$ cat src/rtl/hwacc_path_sched.sv
// Per-packet path/key scheduler for the HW accelerator sidebands, with drain stall on path switch.
// Optional per-path packet counters when HWACC_PKT_STATS_EN is defined.
module hwacc_path_sched #(
    parameter int CTRL_WIDTH   = 8,
    parameter int HDR_WORDS    = 3,
    parameter int DRAIN_CYCLES = 7
) (
    input  logic                  i_clock,
    input  logic                  i_reset,
    input  logic [1:0]            cfg_path_sel,
    input  logic [79:0]           cfg_key,
    input  logic [CTRL_WIDTH-1:0] s_ctrl,
    input  logic                  s_wr,
    input  logic                  acc_rdy,
    output logic                  s_rdy,
    output logic [1:0]            path_sel,
    output logic [79:0]           key,
    output logic                  inside_payload,
    output logic [15:0]           data_count,
`ifdef HWACC_PKT_STATS_EN
    output logic [31:0]           stat_pkts_alu,
    output logic [31:0]           stat_pkts_enc,
    output logic [31:0]           stat_pkts_dec,
`endif
    output logic                  err_framing
);

    // state     | meaning
    // S_IDLE    | waiting for SOP; path/key may be relatched here only
    // S_HDR     | counting header words (SOP included)
    // S_PAYLOAD | counting payload words until EOP
    // S_END     | one cycle; decide whether the next packet needs a drain
    // S_DRAIN   | upstream stalled while the accelerator pipeline empties
    typedef enum logic [2:0] {S_IDLE, S_HDR, S_PAYLOAD, S_END, S_DRAIN} state_t;

    localparam int HCW = $clog2(HDR_WORDS + 1);
    localparam int DCW = $clog2(DRAIN_CYCLES + 1);

    state_t          state_q;
    logic            stall_q;
    logic [1:0]      path_q;
    logic [79:0]     key_q;
    logic            inpay_q;
    logic [15:0]     dcnt_q;
    logic            err_q;
    logic [HCW-1:0]  hdr_cnt_q;
    logic [DCW-1:0]  drain_cnt_q;

    logic            acc, sop, eop;
    logic [1:0]      req_path;
    logic [HCW-1:0]  hdr_cnt_d;
    logic [15:0]     dcnt_d;

    assign s_rdy     = acc_rdy & ~stall_q;
    assign acc       = s_wr & s_rdy;
    assign sop       = acc & (s_ctrl == {CTRL_WIDTH{1'b1}});
    assign eop       = acc & (s_ctrl != '0) & ~sop;
    assign req_path  = (cfg_path_sel == 2'b11) ? 2'b00 : cfg_path_sel;
    assign hdr_cnt_d = hdr_cnt_q + 1'b1;
    assign dcnt_d    = (dcnt_q == 16'hFFFF) ? dcnt_q : dcnt_q + 16'd1;

    always_ff @(posedge i_clock) begin
        if (i_reset) begin
            state_q     <= S_IDLE;
            stall_q     <= 1'b0;
            path_q      <= 2'b00;
            key_q       <= '0;
            inpay_q     <= 1'b0;
            dcnt_q      <= '0;
            err_q       <= 1'b0;
            hdr_cnt_q   <= '0;
            drain_cnt_q <= '0;
        end else begin
            case (state_q)
                S_IDLE: begin
                    if (sop) begin
                        path_q    <= req_path;
                        key_q     <= cfg_key;
                        hdr_cnt_q <= HCW'(1);
                        dcnt_q    <= '0;
                        if (HDR_WORDS == 1) begin
                            state_q <= S_PAYLOAD;
                            inpay_q <= 1'b1;
                        end else begin
                            state_q <= S_HDR;
                        end
                    end else if (acc) begin
                        err_q <= 1'b1;
                    end
                end
                S_HDR: begin
                    if (eop) begin
                        err_q   <= 1'b1;
                        state_q <= S_END;
                    end else if (acc) begin
                        hdr_cnt_q <= hdr_cnt_d;
                        if (hdr_cnt_d == HCW'(HDR_WORDS)) begin
                            state_q <= S_PAYLOAD;
                            inpay_q <= 1'b1;
                        end
                    end
                end
                S_PAYLOAD: begin
                    // A stray SOP closes the packet but is not counted as payload.
                    if (sop) begin
                        err_q   <= 1'b1;
                        inpay_q <= 1'b0;
                        state_q <= S_END;
                    end else if (acc) begin
                        dcnt_q <= dcnt_d;
                        if (eop) begin
                            inpay_q <= 1'b0;
                            state_q <= S_END;
                        end
                    end
                end
                S_END: begin
                    if (req_path != path_q) begin
                        state_q     <= S_DRAIN;
                        drain_cnt_q <= DCW'(DRAIN_CYCLES);
                        stall_q     <= 1'b1;
                    end else begin
                        state_q <= S_IDLE;
                    end
                end
                S_DRAIN: begin
                    if (drain_cnt_q == DCW'(1)) begin
                        state_q <= S_IDLE;
                        stall_q <= 1'b0;
                    end
                    drain_cnt_q <= drain_cnt_q - 1'b1;
                end
                default: state_q <= S_IDLE;
            endcase
        end
    end

    assign path_sel       = path_q;
    assign key            = key_q;
    assign inside_payload = inpay_q;
    assign data_count     = dcnt_q;
    assign err_framing    = err_q;

`ifdef HWACC_PKT_STATS_EN
    logic [31:0] st_alu_q, st_enc_q, st_dec_q;

    always_ff @(posedge i_clock) begin
        if (i_reset) begin
            st_alu_q <= '0;
            st_enc_q <= '0;
            st_dec_q <= '0;
        end else if (state_q == S_END) begin
            case (path_q)
                2'b01:   st_enc_q <= st_enc_q + 32'd1;
                2'b10:   st_dec_q <= st_dec_q + 32'd1;
                default: st_alu_q <= st_alu_q + 32'd1;
            endcase
        end
    end

    assign stat_pkts_alu = st_alu_q;
    assign stat_pkts_enc = st_enc_q;
    assign stat_pkts_dec = st_dec_q;
`endif

endmodule
$ cat config.mk
export PLATFORM = sky130hd
export DESIGN_NAME = hwacc_path_sched
export DESIGN_NICKNAME = d
export VERILOG_FILES = /design/src/rtl/hwacc_path_sched.sv
export SDC_FILE = /design/constraint.sdc
export NUM_CORES = 1
export LEC_CHECK = 0
export ABC_AREA = 1
export CORE_ASPECT_RATIO = 0.8
export CORE_MARGIN = 2
export CORE_UTILIZATION = 40
export DETAILED_ROUTE_END_ITERATION = 6
export HOLD_SLACK_MARGIN = 0.02
export PLACE_DENSITY = 0.75
export SLEW_MARGIN = 15
export SYNTH_ARGS = -nofsm -noshare
export SYNTH_HDL_FRONTEND = slang
export SYNTH_SLANG_ARGS = --single-unit
$ cat constraint.sdc
create_clock -name i_clock -period 3.45 [get_ports i_clock]
set_clock_uncertainty 0.05 [all_clocks]
set_input_delay 0.5175 -clock i_clock [delete_from_list [all_inputs] [get_ports i_clock]]
set_output_delay 0.5175 -clock i_clock [all_outputs]
set_load 0.1 [all_outputs]
# Word-level counts from Yosys, hierarchy flattened
# Cells that the tools add are included.
[totals]
reg_bits = 109
inputBits = 94
out_inout_bits = 101
word_cells = 98
[op_classes]
addsub = 3
n_eq_ne = 27
muxes = 37
n_bitwise = 7
reduce_logical = 15
[op_table]
columns = ["operator", "count"]
rows = [
  ["2-to-1 mux 16 bit", 4],
  ["case mux 16 bit (2 select lines)", 1],
  ["2-to-1 mux 3 bit", 10],
  ["!= test 2 bit (second input constant)", 13],
  ["adder 16 x 1 -> 16 bit (second input constant)", 1],
  ["== test 16 bit (second input constant)", 1],
  ["case mux 3 bit (5 select lines)", 1],
  ["2-to-1 mux 1 bit", 12],
  ["!= test 3 bit (second input constant)", 4],
  ["AND reduction 6 bit", 2],
  ["AND reduction 5 bit", 2],
  ["== test 8 bit (second input constant)", 1],
  ["2-to-1 mux 2 bit", 4],
  ["nonzero test 2 bit", 4],
  ["nonzero test 8 bit", 1],
  ["== test 3 x 1 -> 1 bit (second input constant)", 2],
  ["== test 3 x 2 -> 1 bit (second input constant)", 2],
  ["case mux 3 bit (2 select lines)", 1],
  ["bitwise AND 1 bit", 5],
  ["== test 2 bit (second input constant)", 2],
  ["case mux 1 bit (2 select lines)", 2],
  ["case mux 2 bit (2 select lines)", 1],
  ["AND reduction 2 bit", 2],
  ["AND reduction 4 bit", 1],
  ["9 further kinds", 10],
]

# Logic depth before layout (Yosys ltp)
# Gate-level depths: netlist of the first run.
[depth]
ltp_word = 10
depth_mapped = 11
mapped_depth_nobuf = 11

# Worst setup path before layout of the first run
# OpenSTA, ideal clock, no wires.
[synth_timing]
kind = "register -> register"
start = "register dcnt_q[0], in the netlist data_count[0]"
end = "register dcnt_q[13], in the netlist data_count[13]"
setup_time_ns = 0.069
arrival_ns = 2.281
t_required_ns = 3.331
slack_ns = 1.050
stages_incl_launch_ff = 11
n_path_buf = 1
synth_period_minus_slack_ns = 2.400
cell_sequence = "dfxtp_1 ha_1 nand3_2 inv_1 nand2_1 nor2_1 nor2_1 nand2_4 buf_6 nand2_1 a21oi_2"
[synth_between]
elab_chain_len = 5
elab_cells_between_ends = 8
cone_classes = "add/sub: 1; eq/ne: 2; mux: 4; reduce/logical: 1"
[synth_rtl]
columns = ["element", "line", "source"]
rows = [
  ["from (decl)", "44", "logic [15:0] dcnt_q;"],
  ["from (signal assigned)", "110", "dcnt_q <= dcnt_d;"],
  ["adder 16 x 1 -> 16 bit", "60", "assign dcnt_d = (dcnt_q == 16'hFFFF) ? dcnt_q : dcnt_q + 16'd1;"],
  ["2-to-1 mux 16 bit", "60", ""],
  ["2-to-1 mux 16 bit", "109", "end else if (acc) begin"],
  ["2-to-1 mux 16 bit", "105", "if (sop) begin"],
  ["case mux 16 bit (2 select lines)", "74", "case (state_q)"],
]
# Parallel ways exist; a longest one is shown, timed or not. The select of a mux whose other input is x is not followed.
# A chain may end at the register's enable or synchronous reset.

# Worst setup path after layout of the first run
[layout_timing]
start = "register dcnt_q[2], in the netlist data_count[2]"
end = "output data_count[2]"
[layout_lines]
columns = ["element", "line", "source"]
rows = [
  ["to (decl)", "19", "output logic [15:0] data_count,"],
]
# No word-level cell between the ends.

==> results.sh, run 1 <==
export IMPL_status="finished, final reports clean"
export IMPL_tritoncts="done"
export IMPL_crit_path_top_delay_cell="clkdlybuf4s50_1"
export IMPL_cp_end_kind="output port"
export IMPL_min_from="err_framing$_SDFFE_PP0P_"
export IMPL_tightestPinTransition_ns=1.05
export IMPL_grt_antenna_before_repair=0
export IMPL_grt_pass1_wl_um=21600
export IMPL_vias=4844
export IMPL_r2r_end="key[15]$_SDFFE_PP0P_"
export IMPL_synth_area_sq_mm=0.00478
export IMPL_finalSetupTns_ns=0
export IMPL_clk_latency_ns=0.33
export IMPL_grt_total_usage_pct=20.6
export IMPL_max_clock_path_buffers=2
export IMPL_critPathRequiredTime_ns=2.88
export IMPL_viasPerCell=4.82
export IMPL_drt_wirelength_per_cell_um=13.7
export IMPL_rsz0062_at_grt="no"
export IMPL_fp_dieH_um=102
export IMPL_fin_crit_sh_pct=74.7
export IMPL_syn_area_per_cell_sq_um=7.08
export IMPL_synth_common_cells="nand2_1 (263), dfxtp_1 (109), a21oi_1 (101)"
export IMPL_cellLeakagePower_nw=2.48
export IMPL_yosysUniqueCellTypes=35
export IMPL_yosysMostFrequentCell="nand2_1"
export IMPL_max_cap_viol_count=0
export IMPL_synth_top_area_share_pct=45.6
export IMPL_gp_congestion=0.842
export IMPL_finalSetupViolCount=0
export IMPL_cts_sinks=109
export IMPL_fill_cells=1002
export IMPL_clk_pin_slew_worst_paths_ns=0.06
export IMPL_gr_total_overflow=0
export IMPL_drt_first_pass_iters=4
export IMPL_portBuffers=194
export IMPL_yosysTopAreaCell="dfxtp_1"
export IMPL_cts_buffers=9
export IMPL_drt_iter0_drc=209
export IMPL_yosys_warnings=0
export IMPL_startpoint_type="flip-flop"
export IMPL_core_area_sq_mm=0.0116
export IMPL_hold_path_endpoint="err_framing$_SDFFE_PP0P_"
export IMPL_postCtsSetupRepairBufs=0
export IMPL_synth_area_leaders="dfxtp_1 (46%), nand2_1 (21%), a21oi_1 (11%), nor2_1 (3.6%), inv_1 (3.1%)"
export IMPL_ant_nets=0
export IMPL_die_x_um=126
export IMPL_cts_resized_gates=0
export IMPL_synth_edff_count=0
export IMPL_synth_nets=773
export IMPL_hold_path_depth=2
export IMPL_drt_total_wl_um=13800
export IMPL_slowest_delay_ns=1.20
export IMPL_hold_violations=0
export IMPL_r2r_slack_ns=1.47
export IMPL_ys_seq_elements=109
export IMPL_ios=195
export IMPL_route_detailed_drc=0
export IMPL_ir_drop_v=0.000253
export IMPL_period_minus_slack_ns=2.58
export IMPL_syn_instance_count=675
export IMPL_yosysSeqAreaShare_pct=45.6
export IMPL_dieArea_sq_mm=0.0128
export IMPL_areaGrowthSynthToFinish_pct=48.4
export IMPL_max_freq_mhz=388
export IMPL_dpl_hpwl_um=10100
export IMPL_worstSetupPathType="flip-flop to output port"
export IMPL_grt_pass1_vias=4464
export IMPL_start_util_pct=41.2
export IMPL_cp_max_fo=7
export IMPL_whs_ns=0.405
export IMPL_total_power_w=0.00272
export IMPL_hold_class="flip-flop to flip-flop"
export IMPL_worst_path_buf_inv=1
export IMPL_rr_worst_depth=8
export IMPL_cp_top_family="buffers and inverters"
export IMPL_final_core_utilization_pct=61.1
export IMPL_htreeDepth=3
export IMPL_rows=35
export IMPL_cts_hold_buf=0
export IMPL_drv_slew=0
export IMPL_r2r_start="stall_q$_SDFFE_PP0P_"
export IMPL_drive_above_1_share_pct=6.18
export IMPL_p_per_area_mw_per_mm2=383
export IMPL_synthFlopType="dfxtp_1"
export IMPL_cts_root_buffer="clkbuf_16"
export IMPL_cp_arrival_ns=2.01
export IMPL_crit_chain="clkdlybuf4s50_1"
export IMPL_maxSlewHeadroom_pct=30.0
export IMPL_grt_max_degree=81
export IMPL_nets=951
export IMPL_diodes=0
export IMPL_async_flop_share_pct=0
## flip-flops by register name, indices dropped and copies added, names as in the netlist
signal / flops
inside_payload: 1
path_sel: 2
stall_q: 1
state_q: 3
data_count: 16
err_framing: 1
key: 80
hdr_cnt_q: 2
drain_cnt_q: 3
## through the flow
step	cell area, sq um	cells	setup slack, ns
2_1_floorplan	4780	675	1.05
3_3_place_gp	6790	990	0.888
3_5_place_dp	6790	990	0.786
4_1_cts	7090	1005	0.852
5_1_grt	7090	1005	0.809
6_report	7090	1005	0.872
## area by class of cell
class                           count  area (sq um)  share of cell area, %
Timing Repair Buffer              199          1980                   28.0
Inverter                           46           175                   2.47
Multi-Input combinational cell    488          2270                   31.9
Clock buffer                       11           253                   3.56
Clock inverter                      4          47.5                  0.670
Sequential cell                   109          2180                   30.8
Tap cell                          148           185                   2.61
## kinds of logic (layout without fill, tap and decap cells)
family | after synthesis | in the layout | share of synthesized area (%)
AND/OR/NAND/NOR | 357 | 357 | 31.4
AO/OA/AOI/OAI | 119 | 119 | 13.2
flip-flops | 109 | 109 | 45.6
buffers and inverters | 78 | 260 | 7.25
XOR/XNOR | 8 | 8 | 1.47
adder cells (fa/ha/maj) | 4 | 4 | 1.05
## layer usage
metal	up-vias	part of all wire [%]	GRT usage, %
met5	-	0	0
met4	0	2.5	7.86
met2	157	47	33.8
met3	29	5.1	5.12
li1	2483	-	-
met1	2175	45	26.5
## worst max-delay path by stage
stage | startpoint | depth (start not counted) | end | slack (ns)
finish | data_count[2]$_SDFFE_PP0P_ | 1 | data_count[2] | 0.87
global route | data_count[2]$_SDFFE_PP0P_ | 1 | data_count[2] | 0.81
CTS | data_count[2]$_SDFFE_PP0P_ | 1 | data_count[2] | 0.85
detailed placement | s_ctrl[0] | 8 | key[40]$_SDFFE_PP0P_ | 0.79
global placement | s_ctrl[0] | 8 | key[72]$_SDFFE_PP0P_ | 0.89
floorplan | data_count[0]$_SDFFE_PP0P_ | 10 | data_count[13]$_SDFFE_PP0P_ | 1.05
## where the power goes
part / total [W] / leakage, nW / internal, W / switching [W]
sequential: 0.00129 / 0.878 / 0.00128 / 0.0000162
combinational: 0.000390 / 1.46 / 0.000160 / 0.000230
clock: 0.00103 / 0.147 / 0.000596 / 0.000437
total: 0.00272 / 2.48 / 0.00203 / 0.000683
## cell usage in the layout, fill, tap and decap left out, types with 2 or more instances in the layout
cell,Yosys,final
nor2_1,46,46
o21ai_2,2,2
inv_2,6,6
nand2_2,4,4
clkinv_2,0,2
a21oi_1,101,101
a21oi_2,6,6
nand3_1,21,21
inv_1,39,39
o21ai_0,7,7
buf_4,6,5
nor2_4,4,5
ha_1,4,4
nand4_1,6,6
o21bai_1,2,2
and2_1,3,3
nand2_1,263,263
xor2_1,5,5
clkbuf_8,0,2
clkdlybuf4s50_1,0,192
xnor2_1,3,3
dfxtp_1,109,109
clkbuf_16,0,9
Power figures use the tool's default switching activity.
==> run 2: changes to the inputs <==
- CORE_UTILIZATION: 40 -> 39
- PLACE_DENSITY: 0.75 -> 0.77
- clock period: 3.45 -> 2.2 ns (I/O delays scaled with it)
==> run 2 against run 1 <==
Net effect:
- total power is 56% higher
- via count is 1.8% lower
- non-clock buffer count is 4 higher
- register-to-register slack worse by 1.1 ns
- sequential power is 57% higher
- first-iteration DRC count is 12% higher
- sequential share of layout area is 0.71 points higher
- final cell count is 0.90% higher
- combinational power is 63% higher
- sequential cell count stayed put
- clock power is 52% higher
==> results.sh, run 2 (synthesized netlist as in run 1, its figures left out) <==
export IMPL_critPathRequiredTime_ns=2.37
export IMPL_worstSetupPathType="flip-flop to flip-flop"
export IMPL_fp_dieH_um=103
export IMPL_areaGrowthSynthToFinish_pct=45.2
export IMPL_largest_register_ffs=80
export IMPL_dp_cells=998
export IMPL_viasPerCell=4.69
export IMPL_status="finished, final reports clean"
export IMPL_cts_buffers=9
export IMPL_crit_chain="ha_1, nand3_2, inv_1, nand2_1, inv_1, nand3b_1, nand2_1, nor2_4, buf_12, o21ai_0, nor2_1"
export IMPL_top_layer="met4"
export IMPL_route_detailed_drc=0
export IMPL_start_util_pct=39.6
export IMPL_cp_arrival_ns=2.00
export IMPL_gr_total_overflow=0
export IMPL_cellLeakagePower_nw=2.73
export IMPL_max_clock_path_buffers=2
export IMPL_slowest_delay_ns=0.38
export IMPL_fill_cells=1179
export IMPL_cp_max_fo=16
export IMPL_portBuffers=194
export IMPL_cts_root_buffer="clkbuf_16"
export IMPL_finalSetupViolCount=0
export IMPL_grt_antenna_before_repair=0
export IMPL_cts_sinks=109
export IMPL_crit_path_top_delay_cell="dfxtp_2"
export IMPL_hold_class="input pin to flip-flop"
export IMPL_hold_violations=0
export IMPL_cts_resized_gates=0
export IMPL_cp_end_kind="flip-flop"
export IMPL_final_common_cell="nand2_1"
export IMPL_ir_drop_v=0.000303
export IMPL_vias=4757
export IMPL_p_per_area_mw_per_mm2=609
export IMPL_tritoncts="done"
export IMPL_drive_above_1_share_pct=18.6
export IMPL_diodes=0
export IMPL_ant_nets=0
export IMPL_grt_pass1_wl_um=19400
export IMPL_dieArea_sq_mm=0.0132
export IMPL_rows=36
export IMPL_maxSlewHeadroom_pct=76.8
export IMPL_min_from="i_reset"
export IMPL_clk_pin_slew_worst_paths_ns=0.07
export IMPL_postCtsSetupRepairBufs=0
export IMPL_rsz0062_at_grt="no"
export IMPL_gp_congestion=0.802
export IMPL_grt_total_usage_pct=18.0
export IMPL_max_freq_mhz=548
export IMPL_startpoint_type="flip-flop"
export IMPL_r2r_start="data_count[1]$_SDFFE_PP0P_"
export IMPL_regArea_sq_mm=0.00218
export IMPL_grt_max_degree=72
export IMPL_drv_slew=0
export IMPL_finalSetupTns_ns=0
export IMPL_nets=955
export IMPL_grt_pass1_vias=3945
export IMPL_fin_crit_sh_pct=82.9
export IMPL_core_area_sq_mm=0.0121
export IMPL_ios=195
export IMPL_wl_met2_um=5730
export IMPL_drt_total_wl_um=12600
export IMPL_final_cell_mix="nand2_1 (263), dfxtp_1 (107), buf_4 (105)"
export IMPL_die_x_um=128
export IMPL_max_cap_viol_count=0
export IMPL_met1_length_um=5950
export IMPL_tightestPinTransition_ns=0.348
export IMPL_clk_latency_ns=0.33
export IMPL_htreeDepth=3
export IMPL_multi_input_area_sq_mm=0.00227
export IMPL_period_minus_slack_ns=1.82
export IMPL_drt_first_pass_iters=4
export IMPL_dpl_hpwl_um=9040
export IMPL_drt_iter0_drc=234
export IMPL_drt_wirelength_per_cell_um=12.4
export IMPL_critPathLaunch="data_count[1]$_SDFFE_PP0P_"
export IMPL_met3_length_um=835
export IMPL_cts_hold_buf=0
export IMPL_final_cell_count_no_fill=1014
==> run 2: cell types whose count changed in the layout (fill, tap and decap cells not counted), sizes merged <==
cell | before | now
buf | 7 | 111
bufinv | 1 | 0
clkdlybuf4s50 | 192 | 92
clkinv | 2 | 3
inv | 46 | 47
==> run 2: per-stage QoR <==
| step | power (W) | utilization [%] | setup WS [ns] | hold slack [ns] | area, sq um |
|---|---|---|---|---|---|
| after floorplan | 0.00244 | - | 0.0305 | 0.404 | 4780 |
| after global placement | 0.00271 | 55.0 | 0.189 | 0.403 | 6650 |
| after detailed placement | 0.00271 | 55.0 | 0.172 | 0.405 | 6650 |
| after CTS | 0.00428 | 57.5 | 0.390 | 0.189 | 6940 |
| after global routing | 0.00442 | 57.5 | 0.159 | 0.206 | 6940 |
| final | 0.00423 | 57.5 | 0.376 | 0.206 | 6940 |
==> run 2: layout make-up <==
class / count / area share, %
clock buffers: 11 / 3.64
clock inverters: 5 / 0.613
inverters: 46 / 2.52
multi-input cells: 488 / 32.6
flip-flops and latches: 109 / 31.5
well taps: 152 / 2.74
repair buffers: 203 / 26.4
==> run 2: worst max-delay path: cells and delay by family, from the launching register on <==
kind | cells | cell delay (ns)
buf+inv | 3 | 0.32
fa+ha+maj | 1 | 0.27
simple gates | 6 | 0.53
flops | 1 | 0.38
compound gates | 1 | 0.15
==> run 2: power by group <==
part / internal [W] / switching, W / total, W / leakage (nW)
logic: 0.000276 / 0.000361 / 0.000637 / 1.71
clock network: 0.000841 / 0.000725 / 0.00157 / 0.142
registers: 0.00200 / 0.0000237 / 0.00203 / 0.879
total: 0.00312 / 0.00111 / 0.00423 / 2.73
==> run 2: worst paths after layout <==
path / end / slack (ns) / cells past startpoint
min reg2reg: key[49]$_SDFFE_PP0P_ / 0.42 / 2
min: data_count[10]$_SDFFE_PP0P_ / 0.21 / 2
max: data_count[0]$_SDFFE_PP0P_ / 0.38 / 11
max reg2reg: data_count[0]$_SDFFE_PP0P_ / 0.38 / 11
==> run 2: routing by layer <==
layer  up-vias  global-route usage [%]
met5         -                       0
met4         0                    4.31
met3         8                    4.00
met2       143                    28.6
met1      2115                    25.2
li1       2491                       -
==> run 3: changes to the inputs <==
- clock period: 2.2 -> 1.65 ns (I/O delays scaled with it)
==> run 3 against run 2 <==
Net effect:
- clock-buffer cell count fell by 1
- clock power is 39% higher
- highest routed layer unchanged
- non-clock buffer count is 29 higher
==> results.sh, run 3 (synthesized netlist as in run 1, its figures left out) <==
export IMPL_critPathLaunch="stall_q$_SDFFE_PP0P_"
export IMPL_regArea_sq_mm=0.00224
export IMPL_die_x_um=128
export IMPL_cts_root_buffer="clkbuf_16"
export IMPL_htreeDepth=3
export IMPL_final_cell_mix="nand2_1 (254), buf_12 (108), dfxtp_1 (91)"
export IMPL_grt_max_degree=66
export IMPL_portBuffers=194
export IMPL_ir_drop_v=0.000599
export IMPL_drv_slew=0
export IMPL_finalSetupViolCount=0
export IMPL_p_seq_share_pct=46.0
export IMPL_grt_antenna_before_repair=0
export IMPL_max_cap_viol_count=0
export IMPL_core_area_sq_mm=0.0121
export IMPL_maxSlewHeadroom_pct=75.6
export IMPL_p_switching_w=0.00154
export IMPL_drt_total_wl_um=14500
export IMPL_rr_worst_depth=9
export IMPL_tightestPinTransition_ns=0.365
export IMPL_drt_wirelength_per_cell_um=13.9
export IMPL_rows=36
export IMPL_final_common_cell="nand2_1"
export IMPL_gr_total_overflow=0
export IMPL_combPwrFrac_pct=16.5
export IMPL_fin_crit_sh_pct=99.9
export IMPL_final_core_utilization_pct=72.0
export IMPL_max_freq_mhz=606
export IMPL_fill_cells=907
export IMPL_cp_arrival_ns=1.86
export IMPL_hold_path_depth=2
export IMPL_route_detailed_drc=0
export IMPL_r2r_slack_ns=0.0008
export IMPL_worstSetupPathType="flip-flop to flip-flop"
export IMPL_period_minus_slack_ns=1.65
export IMPL_vias=5002
export IMPL_startpoint_type="flip-flop"
export IMPL_status="finished, final reports clean"
export IMPL_critPathRequiredTime_ns=1.86
export IMPL_multi_input_area_sq_mm=0.00239
export IMPL_rsz0062_at_grt="yes"
export IMPL_finalSetupTns_ns=0
export IMPL_grt_pass1_wl_um=22000
export IMPL_cts_sinks=109
export IMPL_max_clock_path_buffers=2
export IMPL_grt_total_usage_pct=20.7
export IMPL_cp_max_fo=8
export IMPL_nets=984
export IMPL_cts_hold_buf=0
export IMPL_cts_buffers=9
export IMPL_start_util_pct=39.6
export IMPL_r2r_start="stall_q$_SDFFE_PP0P_"
export IMPL_swShare_pct=26.5
export IMPL_cp_end_kind="flip-flop"
export IMPL_areaGrowthSynthToFinish_pct=81.8
export IMPL_p_per_area_mw_per_mm2=671
export IMPL_ios=195
export IMPL_p_int_w=0.00429
export IMPL_ant_nets=0
export IMPL_clkPwrFrac_pct=37.5
export IMPL_viasPerCell=4.80
export IMPL_cellLeakagePower_nw=3.26
export IMPL_gp_congestion=0.856
export IMPL_largest_register_ffs=80
export IMPL_dieArea_sq_mm=0.0132
export IMPL_hold_class="input pin to flip-flop"
export IMPL_drt_iter0_drc=236
export IMPL_fp_dieH_um=103
export IMPL_clk_latency_ns=0.33
export IMPL_whs_ns=0.190
export IMPL_grt_pass1_vias=4594
export IMPL_tritoncts="done"
export IMPL_dpl_hpwl_um=10400
export IMPL_hold_violations=0
export IMPL_crit_end="key[17]$_SDFFE_PP0P_"
export IMPL_drive_above_1_share_pct=26.5
export IMPL_clk_pin_slew_worst_paths_ns=0.07
export IMPL_r2r_end="key[17]$_SDFFE_PP0P_"
export IMPL_diodes=0
export IMPL_drt_first_pass_iters=4
==> run 3: cell count changes in the layout (fill, tap and decap cells not counted), sizes merged <==
cell           change
buf               +26
bufinv             +1
clkinv             -1
dlymetal6s2s       +7
clkdlybuf4s50      -7
clkbuf             +2
inv                +1
==> run 3: stage by stage <==
stage	std cells	power [W]	setup WS [ns]	area [sq um]
CTS	1033	0.00587	0.0576	8440
finish	1043	0.00583	0.000850	8690
detailed placement	1017	0.00368	-0.297	8140
floorplan	675	0.00323	-0.0325	4850
global route	1043	0.00608	-0.0752	8690
global placement	1017	0.00366	-0.224	8140
==> run 3: how the worst min path moves through the flow <==
stage | startpoint | to | slack [ns]
after floorplan | cfg_key[58] | key[58]$_SDFFE_PP0P_ | 0.34
after global placement | hdr_cnt_q[0]$_SDFFE_PP0P_ | hdr_cnt_q[0]$_SDFFE_PP0P_ | 0.42
after detailed placement | hdr_cnt_q[0]$_SDFFE_PP0P_ | hdr_cnt_q[0]$_SDFFE_PP0P_ | 0.43
after CTS | i_reset | data_count[12]$_SDFFE_PP0P_ | 0.17
after global routing | i_reset | data_count[7]$_SDFFE_PP0P_ | 0.18
final | i_reset | data_count[12]$_SDFFE_PP0P_ | 0.19
==> run 3: worst max-delay path, cell delays in order (launching register included) <==
cell and delay (ns):
dfxtp_2 0.34, inv_2 0.08, nand2_4 0.07, nor2_8 0.16, nand3_4 0.12, nor2_4 0.22, buf_12 0.18, clkbuf_16 0.17
nand2_1 0.05, a21oi_1 0.13
==> run 3: layout make-up <==
cell class	instances	share of cell area [%]
timing repair buffer	232	39.0
multi-input combinational	488	27.5
sequential	109	25.8
clock buffer	10	2.63
tap	152	2.19
inverter	46	2.02
clock inverter	6	0.821
==> run 3: layer usage <==
metal | up-vias | share of wire [%] | global-route usage [%]
li1 | 2553 | - | -
met1 | 2291 | 45 | 27.9
met2 | 145 | 49 | 33.9
met3 | 13 | 5.5 | 4.83
met4 | 0 | 1.2 | 4.99
met5 | - | 0 | 0
==> run 3: what timing repair did <==
| action | CTS | global route |
|---|---|---|
| resized for setup | 0 | 41 |
| setup buffers | 0 | 7 |
| endpoints found under the setup margin | 0 | 49 |
==> run 3: power groups by stage <==
stage                     Combinational, W  Clock, W  Sequential (W)
after global placement            0.000923         0         0.00274
final                             0.000963   0.00218         0.00268
after detailed placement          0.000937         0         0.00274
after CTS                         0.000939   0.00225         0.00268
after global routing               0.00104   0.00235         0.00269
after floorplan                   0.000373         0         0.00286
